<file path="config.mk">
export PLATFORM = sky130hd
export DESIGN_NAME = id_pipe
export DESIGN_NICKNAME = d
export VERILOG_FILES = /design/src/rtl/id_pipe.sv
export SDC_FILE = /design/constraint.sdc
export NUM_CORES = 1
export LEC_CHECK = 0
export CORE_ASPECT_RATIO = 0.6
export CORE_UTILIZATION = 36
export DETAILED_ROUTE_END_ITERATION = 16
export GPL_TIMING_DRIVEN = 0
export PLACE_DENSITY = 0.85
export SLEW_MARGIN = 25
export SYNTH_ARGS = -nofsm -noshare
export SYNTH_HDL_FRONTEND = slang
export SYNTH_SLANG_ARGS = --single-unit
</file>
<file path="constraint.sdc">
create_clock -name clk -period 2.58 [get_ports clk]
set_input_delay 0.516 -clock clk [delete_from_list [all_inputs] [get_ports clk]]
set_output_delay 0.516 -clock clk [all_outputs]
set_load 0.02 [all_outputs]
</file>
<file path="src/rtl/id_pipe.sv">
// MIPS decode stage with operand forwarding, load-use interlock and a
// valid/ready ID/EX pipeline register feeding EX.
module id_pipe #(
  parameter int unsigned DATA_W    = 32,
  parameter int unsigned REG_AW    = 5,
  parameter int unsigned FWD_PORTS = 2,
  parameter int unsigned CNT_W     = 16,
  parameter int unsigned EN_ARITH  = 1
) (
  input  logic                          clk,
  input  logic                          rst,
  input  logic                          in_valid,
  output logic                          in_ready,
  input  logic [31:0]                   pc_i,
  input  logic [31:0]                   inst_i,
  output logic                          reg1_re_o,
  output logic                          reg2_re_o,
  output logic [REG_AW-1:0]             reg1_addr_o,
  output logic [REG_AW-1:0]             reg2_addr_o,
  input  logic [DATA_W-1:0]             reg1_data_i,
  input  logic [DATA_W-1:0]             reg2_data_i,
  input  logic [FWD_PORTS-1:0]          fwd_we_i,
  input  logic [FWD_PORTS-1:0]          fwd_pend_i,
  input  logic [FWD_PORTS*REG_AW-1:0]   fwd_waddr_i,
  input  logic [FWD_PORTS*DATA_W-1:0]   fwd_wdata_i,
  input  logic                          flush_i,
  output logic                          out_valid,
  input  logic                          out_ready,
  output logic [31:0]                   pc_o,
  output logic [2:0]                    alusel_o,
  output logic [7:0]                    aluop_o,
  output logic [DATA_W-1:0]             reg1_o,
  output logic [DATA_W-1:0]             reg2_o,
  output logic [REG_AW-1:0]             waddr_o,
  output logic                          we_o,
  output logic                          inst_invalid_o,
  output logic [CNT_W-1:0]              stall_cnt_o
);

  localparam logic [2:0] RES_NOP   = 3'b000;
  localparam logic [2:0] RES_LOGIC = 3'b001;
  localparam logic [2:0] RES_SHIFT = 3'b010;
  localparam logic [2:0] RES_ARITH = 3'b100;

  localparam logic [7:0] OP_NOP   = 8'b0000_0000;
  localparam logic [7:0] OP_AND   = 8'b0010_0100;
  localparam logic [7:0] OP_OR    = 8'b0010_0101;
  localparam logic [7:0] OP_XOR   = 8'b0010_0110;
  localparam logic [7:0] OP_NOR   = 8'b0010_0111;
  localparam logic [7:0] OP_SLL   = 8'b0111_1100;
  localparam logic [7:0] OP_SRL   = 8'b0000_0010;
  localparam logic [7:0] OP_SRA   = 8'b0000_0011;
  localparam logic [7:0] OP_ADDU  = 8'b0010_0001;
  localparam logic [7:0] OP_SUBU  = 8'b0010_0011;
  localparam logic [7:0] OP_ADDIU = 8'b0101_0110;

  localparam logic [5:0] OPC_SPECIAL = 6'b000000;
  localparam logic [5:0] OPC_ADDIU   = 6'b001001;
  localparam logic [5:0] OPC_ANDI    = 6'b001100;
  localparam logic [5:0] OPC_ORI     = 6'b001101;
  localparam logic [5:0] OPC_XORI    = 6'b001110;
  localparam logic [5:0] OPC_LUI     = 6'b001111;
  localparam logic [5:0] OPC_PREF    = 6'b110011;

  localparam logic [5:0] FN_SLL  = 6'b000000;
  localparam logic [5:0] FN_SRL  = 6'b000010;
  localparam logic [5:0] FN_SRA  = 6'b000011;
  localparam logic [5:0] FN_SLLV = 6'b000100;
  localparam logic [5:0] FN_SRLV = 6'b000110;
  localparam logic [5:0] FN_SRAV = 6'b000111;
  localparam logic [5:0] FN_ADDU = 6'b100001;
  localparam logic [5:0] FN_SUBU = 6'b100011;
  localparam logic [5:0] FN_AND  = 6'b100100;
  localparam logic [5:0] FN_OR   = 6'b100101;
  localparam logic [5:0] FN_XOR  = 6'b100110;
  localparam logic [5:0] FN_NOR  = 6'b100111;

  logic [5:0]  opc;
  logic [4:0]  rs;
  logic [4:0]  rt;
  logic [4:0]  rd;
  logic [4:0]  sa;
  logic [5:0]  funct;
  logic [15:0] imm;

  assign opc   = inst_i[31:26];
  assign rs    = inst_i[25:21];
  assign rt    = inst_i[20:16];
  assign rd    = inst_i[15:11];
  assign sa    = inst_i[10:6];
  assign funct = inst_i[5:0];
  assign imm   = inst_i[15:0];

  logic              dec_re1;
  logic              dec_re2;
  logic [DATA_W-1:0] dec_imm1;
  logic [DATA_W-1:0] dec_imm2;
  logic [2:0]        dec_sel;
  logic [7:0]        dec_op;
  logic [REG_AW-1:0] dec_waddr;
  logic              dec_we;
  logic              dec_inv;

  // Instruction decode; anything not matched falls through as invalid.
  always_comb begin
    dec_re1   = 1'b0;
    dec_re2   = 1'b0;
    dec_imm1  = '0;
    dec_imm2  = '0;
    dec_sel   = RES_NOP;
    dec_op    = OP_NOP;
    dec_waddr = '0;
    dec_we    = 1'b0;
    dec_inv   = 1'b1;
    case (opc)
      OPC_SPECIAL: begin
        if (rs == 5'd0) begin
          case (funct)
            FN_SLL, FN_SRL, FN_SRA: begin
              dec_re2   = 1'b1;
              dec_imm1  = DATA_W'(sa);
              dec_sel   = RES_SHIFT;
              dec_op    = (funct == FN_SLL) ? OP_SLL :
                          (funct == FN_SRL) ? OP_SRL : OP_SRA;
              dec_waddr = REG_AW'(rd);
              dec_we    = 1'b1;
              dec_inv   = 1'b0;
            end
            default: ;
          endcase
        end
        if (sa == 5'd0) begin
          case (funct)
            FN_SLLV, FN_SRLV, FN_SRAV: begin
              dec_sel = RES_SHIFT;
              dec_op  = (funct == FN_SLLV) ? OP_SLL :
                        (funct == FN_SRLV) ? OP_SRL : OP_SRA;
              dec_inv = 1'b0;
            end
            FN_AND, FN_OR, FN_XOR, FN_NOR: begin
              dec_sel = RES_LOGIC;
              dec_op  = (funct == FN_AND) ? OP_AND :
                        (funct == FN_OR)  ? OP_OR  :
                        (funct == FN_XOR) ? OP_XOR : OP_NOR;
              dec_inv = 1'b0;
            end
            FN_ADDU, FN_SUBU: begin
              if (EN_ARITH != 0) begin
                dec_sel = RES_ARITH;
                dec_op  = (funct == FN_ADDU) ? OP_ADDU : OP_SUBU;
                dec_inv = 1'b0;
              end
            end
            default: ;
          endcase
          if (!dec_inv && funct[5:3] != 3'b000 || funct inside {FN_SLLV, FN_SRLV, FN_SRAV}) begin
            if (!dec_inv) begin
              dec_re1   = 1'b1;
              dec_re2   = 1'b1;
              dec_waddr = REG_AW'(rd);
              dec_we    = 1'b1;
            end
          end
        end
      end
      OPC_ANDI, OPC_ORI, OPC_XORI: begin
        dec_re1   = 1'b1;
        dec_imm2  = DATA_W'(imm);
        dec_sel   = RES_LOGIC;
        dec_op    = (opc == OPC_ANDI) ? OP_AND :
                    (opc == OPC_ORI)  ? OP_OR  : OP_XOR;
        dec_waddr = REG_AW'(rt);
        dec_we    = 1'b1;
        dec_inv   = 1'b0;
      end
      OPC_ADDIU: begin
        if (EN_ARITH != 0) begin
          dec_re1   = 1'b1;
          dec_imm2  = DATA_W'($signed(imm));
          dec_sel   = RES_ARITH;
          dec_op    = OP_ADDIU;
          dec_waddr = REG_AW'(rt);
          dec_we    = 1'b1;
          dec_inv   = 1'b0;
        end
      end
      OPC_LUI: begin
        dec_imm2  = DATA_W'({imm, 16'h0000});
        dec_sel   = RES_LOGIC;
        dec_op    = OP_OR;
        dec_waddr = REG_AW'(rt);
        dec_we    = 1'b1;
        dec_inv   = 1'b0;
      end
      OPC_PREF: dec_inv = 1'b0;
      default: ;
    endcase
  end

  // Returns {pending, data}: $0 is hard zero, lowest-index matching port wins.
  function automatic logic [DATA_W:0] resolve(
    input logic [REG_AW-1:0]           addr,
    input logic [DATA_W-1:0]           rf,
    input logic [FWD_PORTS-1:0]        we,
    input logic [FWD_PORTS-1:0]        pend,
    input logic [FWD_PORTS*REG_AW-1:0] waddr,
    input logic [FWD_PORTS*DATA_W-1:0] wdata
  );
    logic [DATA_W:0] r;
    logic            hit;
    r   = {1'b0, rf};
    hit = 1'b0;
    if (addr == '0) begin
      r = '0;
    end else begin
      for (int unsigned k = 0; k < FWD_PORTS; k++) begin
        if (!hit && we[k] && waddr[k*REG_AW +: REG_AW] == addr) begin
          hit = 1'b1;
          r   = {pend[k], wdata[k*DATA_W +: DATA_W]};
        end
      end
    end
    return r;
  endfunction

  logic [DATA_W:0]   src1;
  logic [DATA_W:0]   src2;
  logic [DATA_W-1:0] opnd1;
  logic [DATA_W-1:0] opnd2;
  logic              hazard;
  logic              advance;
  logic              accept;

  assign reg1_re_o   = dec_re1;
  assign reg2_re_o   = dec_re2;
  assign reg1_addr_o = REG_AW'(rs);
  assign reg2_addr_o = REG_AW'(rt);

  assign src1  = resolve(reg1_addr_o, reg1_data_i, fwd_we_i, fwd_pend_i, fwd_waddr_i, fwd_wdata_i);
  assign src2  = resolve(reg2_addr_o, reg2_data_i, fwd_we_i, fwd_pend_i, fwd_waddr_i, fwd_wdata_i);
  assign opnd1 = dec_re1 ? src1[DATA_W-1:0] : dec_imm1;
  assign opnd2 = dec_re2 ? src2[DATA_W-1:0] : dec_imm2;

  assign hazard   = (dec_re1 & src1[DATA_W]) | (dec_re2 & src2[DATA_W]);
  assign advance  = !out_valid | out_ready;
  assign in_ready = advance & (!hazard | flush_i);
  assign accept   = in_valid & in_ready & !flush_i;

  // ID/EX register: flush clears it even under backpressure.
  always_ff @(posedge clk) begin
    if (rst) begin
      out_valid      <= 1'b0;
      pc_o           <= '0;
      alusel_o       <= RES_NOP;
      aluop_o        <= OP_NOP;
      reg1_o         <= '0;
      reg2_o         <= '0;
      waddr_o        <= '0;
      we_o           <= 1'b0;
      inst_invalid_o <= 1'b0;
      stall_cnt_o    <= '0;
    end else begin
      if (advance || flush_i) begin
        if (accept) begin
          out_valid      <= 1'b1;
          pc_o           <= pc_i;
          alusel_o       <= dec_sel;
          aluop_o        <= dec_op;
          reg1_o         <= opnd1;
          reg2_o         <= opnd2;
          waddr_o        <= dec_waddr;
          we_o           <= dec_we;
          inst_invalid_o <= dec_inv;
        end else begin
          out_valid      <= 1'b0;
          pc_o           <= '0;
          alusel_o       <= RES_NOP;
          aluop_o        <= OP_NOP;
          reg1_o         <= '0;
          reg2_o         <= '0;
          waddr_o        <= '0;
          we_o           <= 1'b0;
          inst_invalid_o <= 1'b0;
        end
      end
      if (in_valid && hazard && !flush_i && !(&stall_cnt_o))
        stall_cnt_o <= stall_cnt_o + CNT_W'(1);
    end
  end

endmodule
</file>
==> results_dict.tcl <==
set metrics [dict create \
    status "finished, violations left" \
    violations "setup timing" \
    num_io_pins 355 \
    worstSetupEndpointType "output pin" \
    hold_depth 3 \
    yosys.area.top_type "dfxtp_1" \
    yosysUniqueCellTypes 51 \
    r2r_setup_slack_ns 0.03 \
    nets 1398 \
    grt_start_max_net_pins 17 \
    post-route-util 0.646 \
    r2r-end "reg1_o[24]" \
    clock_latency_ns 0.42 \
    vias 7967 \
    netlist_area_sq_um 6540 \
    yosysSeqAreaShare 0.395 \
    cts_buffers 17 \
    grt_pass1_vias 7617 \
    grt_first_pass_wirelength_mm 44.8 \
    antenna_found_initial 1 \
    drv_slew 0 \
    dieWidth_um 176 \
    hp-start "inst_i[4]" \
    dieArea_sq_um 18700 \
    cp.required_ns 2.06 \
    synthesis.nets 1016 \
    start_kind "input port" \
    hold_violations 0 \
    fin_crit_sh 1.15 \
    power_frac_clock 0.474 \
    cts.sinks 129 \
    p_leak_nw 4.03 \
    clock_skew_ns 0.0105 \
    synth.area.top_cells "dfxtp_1, mux2i_1, o21ai_0, a21oi_1, nand2_1" \
    worstPathArrival_ns 2.45 \
    syn_inst 804 \
    layout_setup_ws_ns -0.387 \
    ir_drop_mv 0.386 \
    tritoncts "done" \
    clockBufferDepth 2 \
    viasPerCell 5.56 \
    syn_avg_cell_area_sq_um 8.13 \
    clk_pin_slew_ns 0.06 \
    rsz0062_at_grt "true" \
    wl_per_cell_um 21.2 \
    drc 0 \
    drive_above_1_share 0.110 \
    yosysWarningCount 0 \
    tns_ns -3.66 \
    ff2ff_path_depth 6 \
    p_per_area_nw_per_um2 473 \
    async_flop_share 0 \
    antennaDiodeCount 0 \
    synthFlopType "dfxtp_1" \
    rows 37 \
    cts_hold_buf 0 \
    criticalPathCategory "in -> out" \
    p_seq_frac 0.379 \
    fin_hold_ws_ns 0.401 \
    synth_edf_count 0 \
    dr.pass1.iters 8 \
    drt_iter0_drc 857 \
    p_switching_mw 1.35 \
    period_needed_ns 2.97 \
    dp_hpwl_mm 23.9 \
    power_switching_share 0.252 \
    path_max_fanout 10 \
    grtUsageTotal 0.319 \
    ys_ff_latch 129 \
    setup_viol 33 \
    fmax_mhz 337 \
    synthToLayoutAreaGrowth_pct 72.5 \
    place_area_sq_um 10400 \
    initial_core_util 0.375 \
    synth_largest_type_area_fraction 0.395 \
    worst_hold_path.endpoint "reg2_o[4]" \
    finalWirelength_mm 30.3 \
    r2r-start "out_valid" \
    port_buffers 350 \
    core_area_sq_um 17500 \
    power_mw 5.33 \
    p_int_mw 3.99 \
    root_buffer "clkbuf_16" \
    tightest_slew_ns 0.903 \
    gr-total-overflow 0 \
    gp_congestion 0.973 \
    htreeDepth 4 \
    maxSlewHeadroom 0.394 \
    pwr-share-comb 0.146 \
    chipHeight_um 106 \
    postRouteAntennaNets 0 \
    drv_cap 0 \
    hold_path.class "in -> reg" \
    final_area_sq_um 11300 \
]
power groups by stage:
stage | Sequential (mW) | Clock, mW | Combinational [mW]
2_1_floorplan | 2.09 | 0 | 0.223
3_3_place_gp | 2.06 | 0 | 0.734
3_5_place_dp | 2.07 | 0 | 0.745
4_1_cts | 2.02 | 2.56 | 0.758
5_1_grt | 2.02 | 2.65 | 0.823
6_report | 2.02 | 2.53 | 0.781
layout by cell type (no fill, tap or decap), types with 25 or more instances in the layout:
cell type	count
a21oi_1	82
a22o_1	33
buf_4	28
clkbuf_1	34
clkdlybuf4s50_1	320
dfxtp_1	129
mux2i_1	64
nand2_1	96
nor2_1	69
o21ai_0	97
xnor2_1	25
flip-flops by register name, summed over array words and instances (netlist names):
| register | flops |
|---|---|
| alusel_o | 3 |
| aluop_o | 6 |
| reg2_o | 32 |
| waddr_o | 5 |
| inst_invalid_o | 1 |
| pc_o | 32 |
| reg1_o | 32 |
| stall_cnt_o | 16 |
| we_o | 1 |
| out_valid | 1 |
area by class of cell:
class	instances	area (sq um)
timing repair buffer	364	3590
fill	1471	6170
sequential	129	2580
clock inverter	14	178
multi-input combinational	603	3820
inverter	1	3.75
clock buffer	18	429
tap	234	293
buffer	70	379
how the worst max path moves through the flow:
stage               startpoint  endpoint  slack [ns]
detailed placement   inst_i[3]  in_ready       -1.73
floorplan            inst_i[3]  in_ready       -0.23
finish               inst_i[2]  in_ready       -0.39
CTS                 inst_i[10]  in_ready       -0.47
global route         inst_i[2]  in_ready       -0.45
global placement     inst_i[3]  in_ready       -1.68
per-stage QoR:
| step | cells | setup WS, ns |
|---|---|---|
| after global routing | 1433 | -0.452 |
| after global placement | 1388 | -1.68 |
| after detailed placement | 1388 | -1.73 |
| final | 1433 | -0.387 |
| after CTS | 1428 | -0.472 |
| after floorplan | 804 | -0.230 |
cells by family after synthesis:
kind of cell               synth area share
buffers and inverters                0.0505
and+or+nand+nor                       0.170
DFF                                   0.395
AOI/OAI and AO/OA                     0.235
xor gates and xnor gates             0.0456
muxes                                 0.101
adders and majority gates           0.00191
other                              0.000574
layer usage:
layer | vias up | wire length, um | track usage
li1 | 3635 | - | -
met1 | 3725 | 13200 | 0.436
met2 | 540 | 13100 | 0.495
met3 | 65 | 3240 | 0.0794
met4 | 2 | 710 | 0.0907
met5 | - | 13 | 0
cell usage after synthesis, types with 3 or more instances:
cell type  instances
nand2_1           98
and3_1            12
dfxtp_1          129
nor4_1             4
nor3b_1            5
a221oi_1          20
nand2b_1           3
mux2i_1           65
buf_2              4
nand4_1            5
xnor2_1           26
nor3_1            16
or3_1              3
clkbuf_1          48
xor2_1             8
buf_1              4
o21ai_0           99
nand3_1           11
nor2_1            75
a21oi_1           83
a22o_1            33
and2_1             4
a22oi_1            5
buf_4             12
critical path: stages:
cell	delay, ns
clkbuf_1	0.29
nor4_2	0.47
nand3_2	0.20
a2bb2oi_2	0.20
nor3_4	0.19
a2bb2oi_4	0.09
buf_6	0.13
buf_8	0.11
nor2_4	0.07
nor2_2	0.05
buf_6	0.13
what timing repair did:
action | in CTS | in global routing
gates cloned | 0 | 0
gates resized for setup | 103 | 41
pin swaps | 9 | 11
setup buffers | 9 | 6
setup endpoints to repair | 132 | 126
Note: power is estimated with default switching activity, not from simulation.
